## src/rtl/fruit_spawn_scheduler.sv

```systemverilog
// Fruit spawn scheduler: paces fruit launches across a pool of motion
// engines, picks the lowest free slot, and produces pseudo-random launch
// position and velocity from a free-running 16-bit LFSR. Difficulty level
// follows the cut count and shortens the spawn interval down to a floor.
module fruit_spawn_scheduler #(
  parameter int          N_SLOTS       = 4,
  parameter int          BASE_INTERVAL = 60,
  parameter int          INTERVAL_STEP = 3,
  parameter int          MIN_INTERVAL  = 15,
  parameter int          X_MIN         = 64,
  parameter int          VY_BASE       = 12,
  parameter logic [15:0] LFSR_SEED     = 16'hACE1
) (
  input  logic                      frame_clk,
  input  logic                      Reset,
  input  logic                      game_run,
  input  logic [7:0]                cut_count,
  input  logic [N_SLOTS-1:0]        slot_done,
  output logic [N_SLOTS-1:0]        new_fruit,
  output logic [9:0]                spawn_x,
  output logic signed [9:0]         spawn_vx,
  output logic signed [9:0]         spawn_vy,
  output logic [N_SLOTS-1:0]        active,
  output logic [3:0]                level
);

  // Wide enough for any interval the parameters can produce.
  localparam int TMR_W = $clog2(BASE_INTERVAL + MIN_INTERVAL + 1);

  typedef enum logic [1:0] {
    S_IDLE,
    S_COUNT,
    S_SEEK,
    S_FIRE
  } state_t;

  state_t                   r_state;
  logic [TMR_W-1:0]         r_timer;
  logic [15:0]              r_lfsr;
  logic [N_SLOTS-1:0]       r_active;
  logic [N_SLOTS-1:0]       r_new_fruit;
  logic [9:0]               r_spawn_x;
  logic signed [9:0]        r_spawn_vx;
  logic signed [9:0]        r_spawn_vy;

  logic                     w_lfsr_fb;
  logic [3:0]               w_level;
  logic [TMR_W-1:0]         w_interval;
  logic [N_SLOTS-1:0]       w_sel;
  logic                     w_any_free;
  logic [N_SLOTS-1:0]       w_active_kept;
  logic [9:0]               w_launch_x;
  logic signed [9:0]        w_launch_vx;
  logic signed [9:0]        w_launch_vy;

  // Level saturates at 15 once 75 fruits have been cut.
  function automatic logic [3:0] f_level(input logic [7:0] cuts);
    if (cuts >= 8'd75) return 4'd15;
    return 4'(cuts / 8'd5);
  endfunction

  // Interval shrinks by INTERVAL_STEP per level, clamped at MIN_INTERVAL.
  // The comparison is done before subtracting so it can never wrap.
  function automatic logic [TMR_W-1:0] f_interval(input logic [3:0] lvl);
    int dec;
    dec = int'(lvl) * INTERVAL_STEP;
    if (dec + MIN_INTERVAL >= BASE_INTERVAL) return TMR_W'(MIN_INTERVAL);
    return TMR_W'(BASE_INTERVAL - dec);
  endfunction

  // Launch X spans X_MIN .. X_MIN+511.
  function automatic logic [9:0] f_launch_x(input logic [8:0] pos_r);
    return 10'(X_MIN) + {1'b0, pos_r};
  endfunction

  // Horizontal speed 1..4, always pointing toward the screen centre.
  function automatic logic signed [9:0] f_launch_vx(input logic [9:0] x,
                                                    input logic [1:0] mag_r);
    logic signed [9:0] mag;
    mag = signed'({8'd0, mag_r}) + 10'sd1;
    return (x < 10'd320) ? mag : -mag;
  endfunction

  // Vertical speed is upward (negative), magnitude VY_BASE .. VY_BASE+7.
  function automatic logic signed [9:0] f_launch_vy(input logic [2:0] spd_r);
    logic signed [9:0] spd;
    spd = signed'(10'(VY_BASE)) + signed'({7'd0, spd_r});
    return -spd;
  endfunction

  assign w_lfsr_fb     = r_lfsr[15] ^ r_lfsr[13] ^ r_lfsr[12] ^ r_lfsr[10];
  assign w_level       = f_level(cut_count);
  assign w_interval    = f_interval(w_level);
  assign w_active_kept = r_active & ~slot_done;
  assign w_launch_x    = f_launch_x(r_lfsr[8:0]);
  assign w_launch_vx   = f_launch_vx(w_launch_x, r_lfsr[10:9]);
  assign w_launch_vy   = f_launch_vy(r_lfsr[13:11]);

  // Lowest-index free slot, as a one-hot mask.
  always_comb begin
    w_sel      = '0;
    w_any_free = 1'b0;
    for (int i = 0; i < N_SLOTS; i++) begin
      if (!r_active[i] && !w_any_free) begin
        w_sel[i]   = 1'b1;
        w_any_free = 1'b1;
      end
    end
  end

  // Free-running LFSR; a nonzero seed keeps it out of the all-zero lock state.
  always_ff @(posedge frame_clk or posedge Reset) begin
    if (Reset) begin
      r_lfsr <= LFSR_SEED;
    end else begin
      r_lfsr <= {r_lfsr[14:0], w_lfsr_fb};
    end
  end

  // Spawn FSM with slot occupancy, launch strobe and launch values.
  always_ff @(posedge frame_clk or posedge Reset) begin
    if (Reset) begin
      r_state     <= S_IDLE;
      r_timer     <= '0;
      r_active    <= '0;
      r_new_fruit <= '0;
      r_spawn_x   <= '0;
      r_spawn_vx  <= '0;
      r_spawn_vy  <= '0;
    end else if (!game_run) begin
      // Halting gameplay aborts any pending spawn and empties the pool.
      r_state     <= S_IDLE;
      r_timer     <= '0;
      r_active    <= '0;
      r_new_fruit <= '0;
      r_spawn_x   <= '0;
      r_spawn_vx  <= '0;
      r_spawn_vy  <= '0;
    end else begin
      r_new_fruit <= '0;
      r_active    <= w_active_kept;
      case (r_state)
        S_IDLE: begin
          r_state <= S_COUNT;
          r_timer <= w_interval - TMR_W'(1);
        end
        S_COUNT: begin
          if (r_timer == '0) begin
            r_state <= S_SEEK;
          end else begin
            r_timer <= r_timer - TMR_W'(1);
          end
        end
        S_SEEK: begin
          // With every slot busy the spawn waits here rather than being lost.
          if (w_any_free) begin
            r_state     <= S_FIRE;
            r_new_fruit <= w_sel;
            // The new occupant wins over a same-edge done on that slot.
            r_active    <= w_active_kept | w_sel;
            r_spawn_x   <= w_launch_x;
            r_spawn_vx  <= w_launch_vx;
            r_spawn_vy  <= w_launch_vy;
          end
        end
        S_FIRE: begin
          r_state <= S_COUNT;
          r_timer <= w_interval - TMR_W'(1);
        end
        default: begin
          r_state <= S_IDLE;
        end
      endcase
    end
  end

  assign new_fruit = r_new_fruit;
  assign active    = r_active;
  assign spawn_x   = r_spawn_x;
  assign spawn_vx  = r_spawn_vx;
  assign spawn_vy  = r_spawn_vy;
  assign level     = w_level;

endmodule

```

## config.mk

```make
export PLATFORM = sky130hd
export DESIGN_NAME = fruit_spawn_scheduler
export DESIGN_NICKNAME = d
export VERILOG_FILES = /design/src/rtl/fruit_spawn_scheduler.sv
export SDC_FILE = /design/constraint.sdc
export NUM_CORES = 1
export LEC_CHECK = 0
export ABC_AREA = 1
export CAP_MARGIN = 20
export CORE_UTILIZATION = 53
export CTS_CLUSTER_SIZE = 16
export DETAILED_ROUTE_END_ITERATION = 16
export GPL_ROUTABILITY_DRIVEN = 0
export PLACE_DENSITY_LB_ADDON = 0.1
export SLEW_MARGIN = 20
export SYNTH_ARGS = -nofsm -noshare
export SYNTH_HDL_FRONTEND = slang
export SYNTH_SLANG_ARGS = --single-unit
```

## constraint.sdc

```tcl
create_clock -name frame_clk -period 5.9 [get_ports frame_clk]
set_clock_uncertainty 0.15 [all_clocks]
set_input_delay 1.475 -clock frame_clk [delete_from_list [all_inputs] [get_ports frame_clk]]
set_output_delay 1.475 -clock frame_clk [all_outputs]
set_load 0.005 [all_outputs]
```

==> key figures <==
Timing
  • Min setup slack post-route: roughly 140 ps
  • Final-report setup violation count: 0
  • Final worst path period share: ~100%
  • Minimum hold slack: 217.0 ps
  • Highest attainable clock frequency: about 0.17 GHz
  • Final total negative setup slack: 0 ps
  • Number of pins with negative max-slew slack in the final report: 0
  • Minimum clock period after layout: about 5800 ps
  • Max transition margin: between 40% and 50%
  • Final Hold Violating Endpoints: 0
  • Transition time at the pin with the least slew margin: approximately 810 ps

Detailed routing
  • Via count: 2979
  • Routed via count divided by cell count: 5.154
  • DRC violations left: 0
  • Post-route ant nets: 0
  • Routed wire length: ~8000 um
  • Iter 0 DRT Violations: slightly above 70
  • Routed wire per std cell: between 10 and 15 um
  • Number of detailed-route iterations in the first pass: 6

Placement
  • DP HPWL: 5272 um
  • Post-placement worst setup slack: -696.2 ps
  • Number of I/O port buffers: 56
  • # placed instances: around 550

Clocking
  • Number of hold buffers added after cts: 0
  • Cts bufs inserted: 5
  • Maximum root-to-sink buffer count: 2
  • Clock tree from TritonCTS: done
  • Skew-Pair Late Insertion Delay: ~300 ps
  • Clock net sink count: 54
  • Max H-tree Level: 2
  • Root Buffer: sky130_fd_sc_hd__clkbuf_8
  • Clock Pin Slew Worst Setup and Hold Paths: about 100 ps

Logic synthesis
  • Cell area after synthesis: around 0.0032 mm^2
  • Number of enable flip-flop cells after synthesis: 0
  • Syn Area/Cell: 8.411 um^2
  • Sequential fraction of the synthesis area: between 40% and 50%
  • Synth area leader: sky130_fd_sc_hd__dfrtp_1
  • Unique masters post-synth: 36
  • Synth async-reset ratio: 100.0%
  • Area contributors post-synth: sky130_fd_sc_hd__dfrtp_1, sky130_fd_sc_hd__nand2_1, sky130_fd_sc_hd__ha_1
  • Synth top cells by count: sky130_fd_sc_hd__nand2_1, sky130_fd_sc_hd__inv_1, sky130_fd_sc_hd__dfrtp_1
  • Warnings, synthesis: 0
  • Leading cell type by number of instances after synthesis: sky130_fd_sc_hd__nand2_1
  • Post-synthesis instance total: around 390
  • Post-synthesis register bit count: 54
  • Number of nets produced by synthesis: 418
  • Share of the synthesized area in the top cell type: between 30% and 40%
  • Synth Flop Type: sky130_fd_sc_hd__dfrtp_1

Setup path
  • Startpoint types: input port
  • Stage delay of the slowest cell on the critical path: between 200 and 250 ps
  • Launching instance or port of the critical path: cut_count[6]
  • Reg2reg start: r_state[0]
  • Destination of the worst register-to-register timing path: spawn_vy[3]
  • Reg2Reg Depth: 7
  • Worst-path cell chain: buf_2, buf_6, o21ai_4, o211ai_1, buf_4, buf_4, nand3_1, nand2_2, a21oi_4, nand2_2, nand2_2, nand2_4, nand2_4, inv_4, ha_4, inv_1, nand3_2, nand2_4, nand3_4, a21oi_4, nor2_2, nand3_2, buf_4, dlygate4sd2_1
  • Required time at the endpoint of the critical path: about 4300 ps
  • Setup Crit Path Kind: input port to output pin
  • Data arrival time of the worst path: between 4000 and 5000 ps
  • Endpoint kind of the worst setup timing path: output pin
  • Cell with the largest stage delay on the worst path: sky130_fd_sc_hd__dlygate4sd2_1
  • Setup slack on the worst flop-to-flop path: approximately 3400 ps
  • Worst-path fanout max: 5

Floorplanning
  • Die height: roughly 80 um
  • Die width: 80.17 um
  • Total number of placement rows: 28
  • Core Footprint: just under 0.006 mm^2
  • Starting density of the core: ~55%
  • Number of I/O pins: 57
  • Die outline area: 0.006426 mm^2

Global route
  • Global-route wire length before repair: 12070 um
  • Via count of the first global-routing pass: roughly 2800
  • All-Layer GR Usage: 23.57%
  • Number of antenna violations at the first check in global routing: 0
  • Pin count of the biggest net entering global routing: 39
  • Congestion Overflow GR: 0

Pwr
  • Power density of the placed cells: approximately 310 mW/mm^2
  • Maximum ir drop on the vdd rail: 205.8 uV
  • Leakage component of the power: roughly 2.3 nW

Finish
  • Antenna diode instance count: 0
  • Total Nets Final: 535
  • Utilization after layout: around 80%
  • Post-synthesis to final-layout area growth: 44.90%
  • Non-filler cells in the finished layout: approximately 580
  • Layout cell share with drive strength beyond 1: ~34%

Worst hold path
  • Destination of the worst hold path: r_lfsr[15]
  • Tightest Hold Check Type: register to register
  • Number of cells on the worst hold path: 0
  • Worst min-delay path startpoint: r_lfsr[14]

Job
  • Count of max-cap constraint violations: 0

Outcome
  • Result of the run: complete, no violations
metal layers:
metal | vias to the layer above | GRT usage, % | part of all wire [%]
met2 | 57 | 41.79 | 52
met4 | 0 | 4.464 | 0.59
li1 | 1479 | - | -
met3 | 6 | 3.864 | 3.1
met5 | - | 0 | 0
met1 | 1437 | 30.31 | 44
logic make-up (layout without fill, tap and decap cells):
group	after synthesis	in the layout	share of synthesized area [%]
flops	54	54	42.04
compound gates	60	60	12.64
fa+ha+maj	18	18	7.187
simple gates	171	171	26.00
buf+inv	72	190	9.428
xor+xnor	10	10	2.705
placed cells by master (no fill, tap or decap), drive strengths merged, types with 8 or more instances in the layout:
cell type,instances
dfstp,8
nand2,88
a21oi,13
buf,70
nor2,29
clkdlybuf4s50,50
inv,59
nand3,33
a22o,8
nand4,11
ha,17
dfrtp,46
o21ai,28
report_power, final:
group	switching (mW)	internal (mW)	leakage (nW)	total (mW)
logic	0.435	0.349	1.55	0.784
clock network	0.120	0.127	0.0514	0.247
registers	0.0292	0.407	0.708	0.436
layout make-up:
type,instances,area [um^2]
Sequential cell,54,1361
Tap cell,75,93.84
Multi-Input combinational cell,259,1829
Fill cell,411,1229
Inverter,59,229.0
Timing Repair Buffer,123,1069
Clock inverter,2,37.54
Clock buffer,6,72.57
repair_timing:
action,CTS,global route
hold endpoints to repair,0,0
pin swaps,14,36
buffers inserted,8,11
endpoints found under the setup margin,9,9
gates resized for setup,17,57
flip-flops by register name, summed over array words and instances, names as in the netlist:
name	flops
r_state	2
active	4
r_lfsr	16
spawn_x	10
spawn_vy	6
new_fruit	4
r_timer	7
spawn_vx	5
per-stage QoR:
step                area, um^2  total power [mW]
detailed placement        4230             1.103
finish                    4692             1.467
CTS                       4443             1.381
global placement          4230             1.089
global route              4692             1.563
floorplan                 3299            0.8740
worst max-delay path: cells and delay by family:
family / cells / cell delay, ps
AO/OA/AOI/OAI: 4 / 530
adder cells (fa/ha/maj): 1 / 140
buffers and inverters: 8 / 1040
AND/OR/NAND/NOR: 11 / 930
how the worst max path moves through the flow:
stage / slack [ps] / cells past startpoint / to
detailed placement: -700 / 37 / r_timer[6]
global route: -140 / 39 / r_timer[6]
CTS: -70 / 26 / level[0]
global placement: -520 / 23 / level[0]
floorplan: 10 / 40 / r_timer[6]
finish: 140 / 24 / level[0]
No activity file was read; power rests on OpenSTA's default activity.
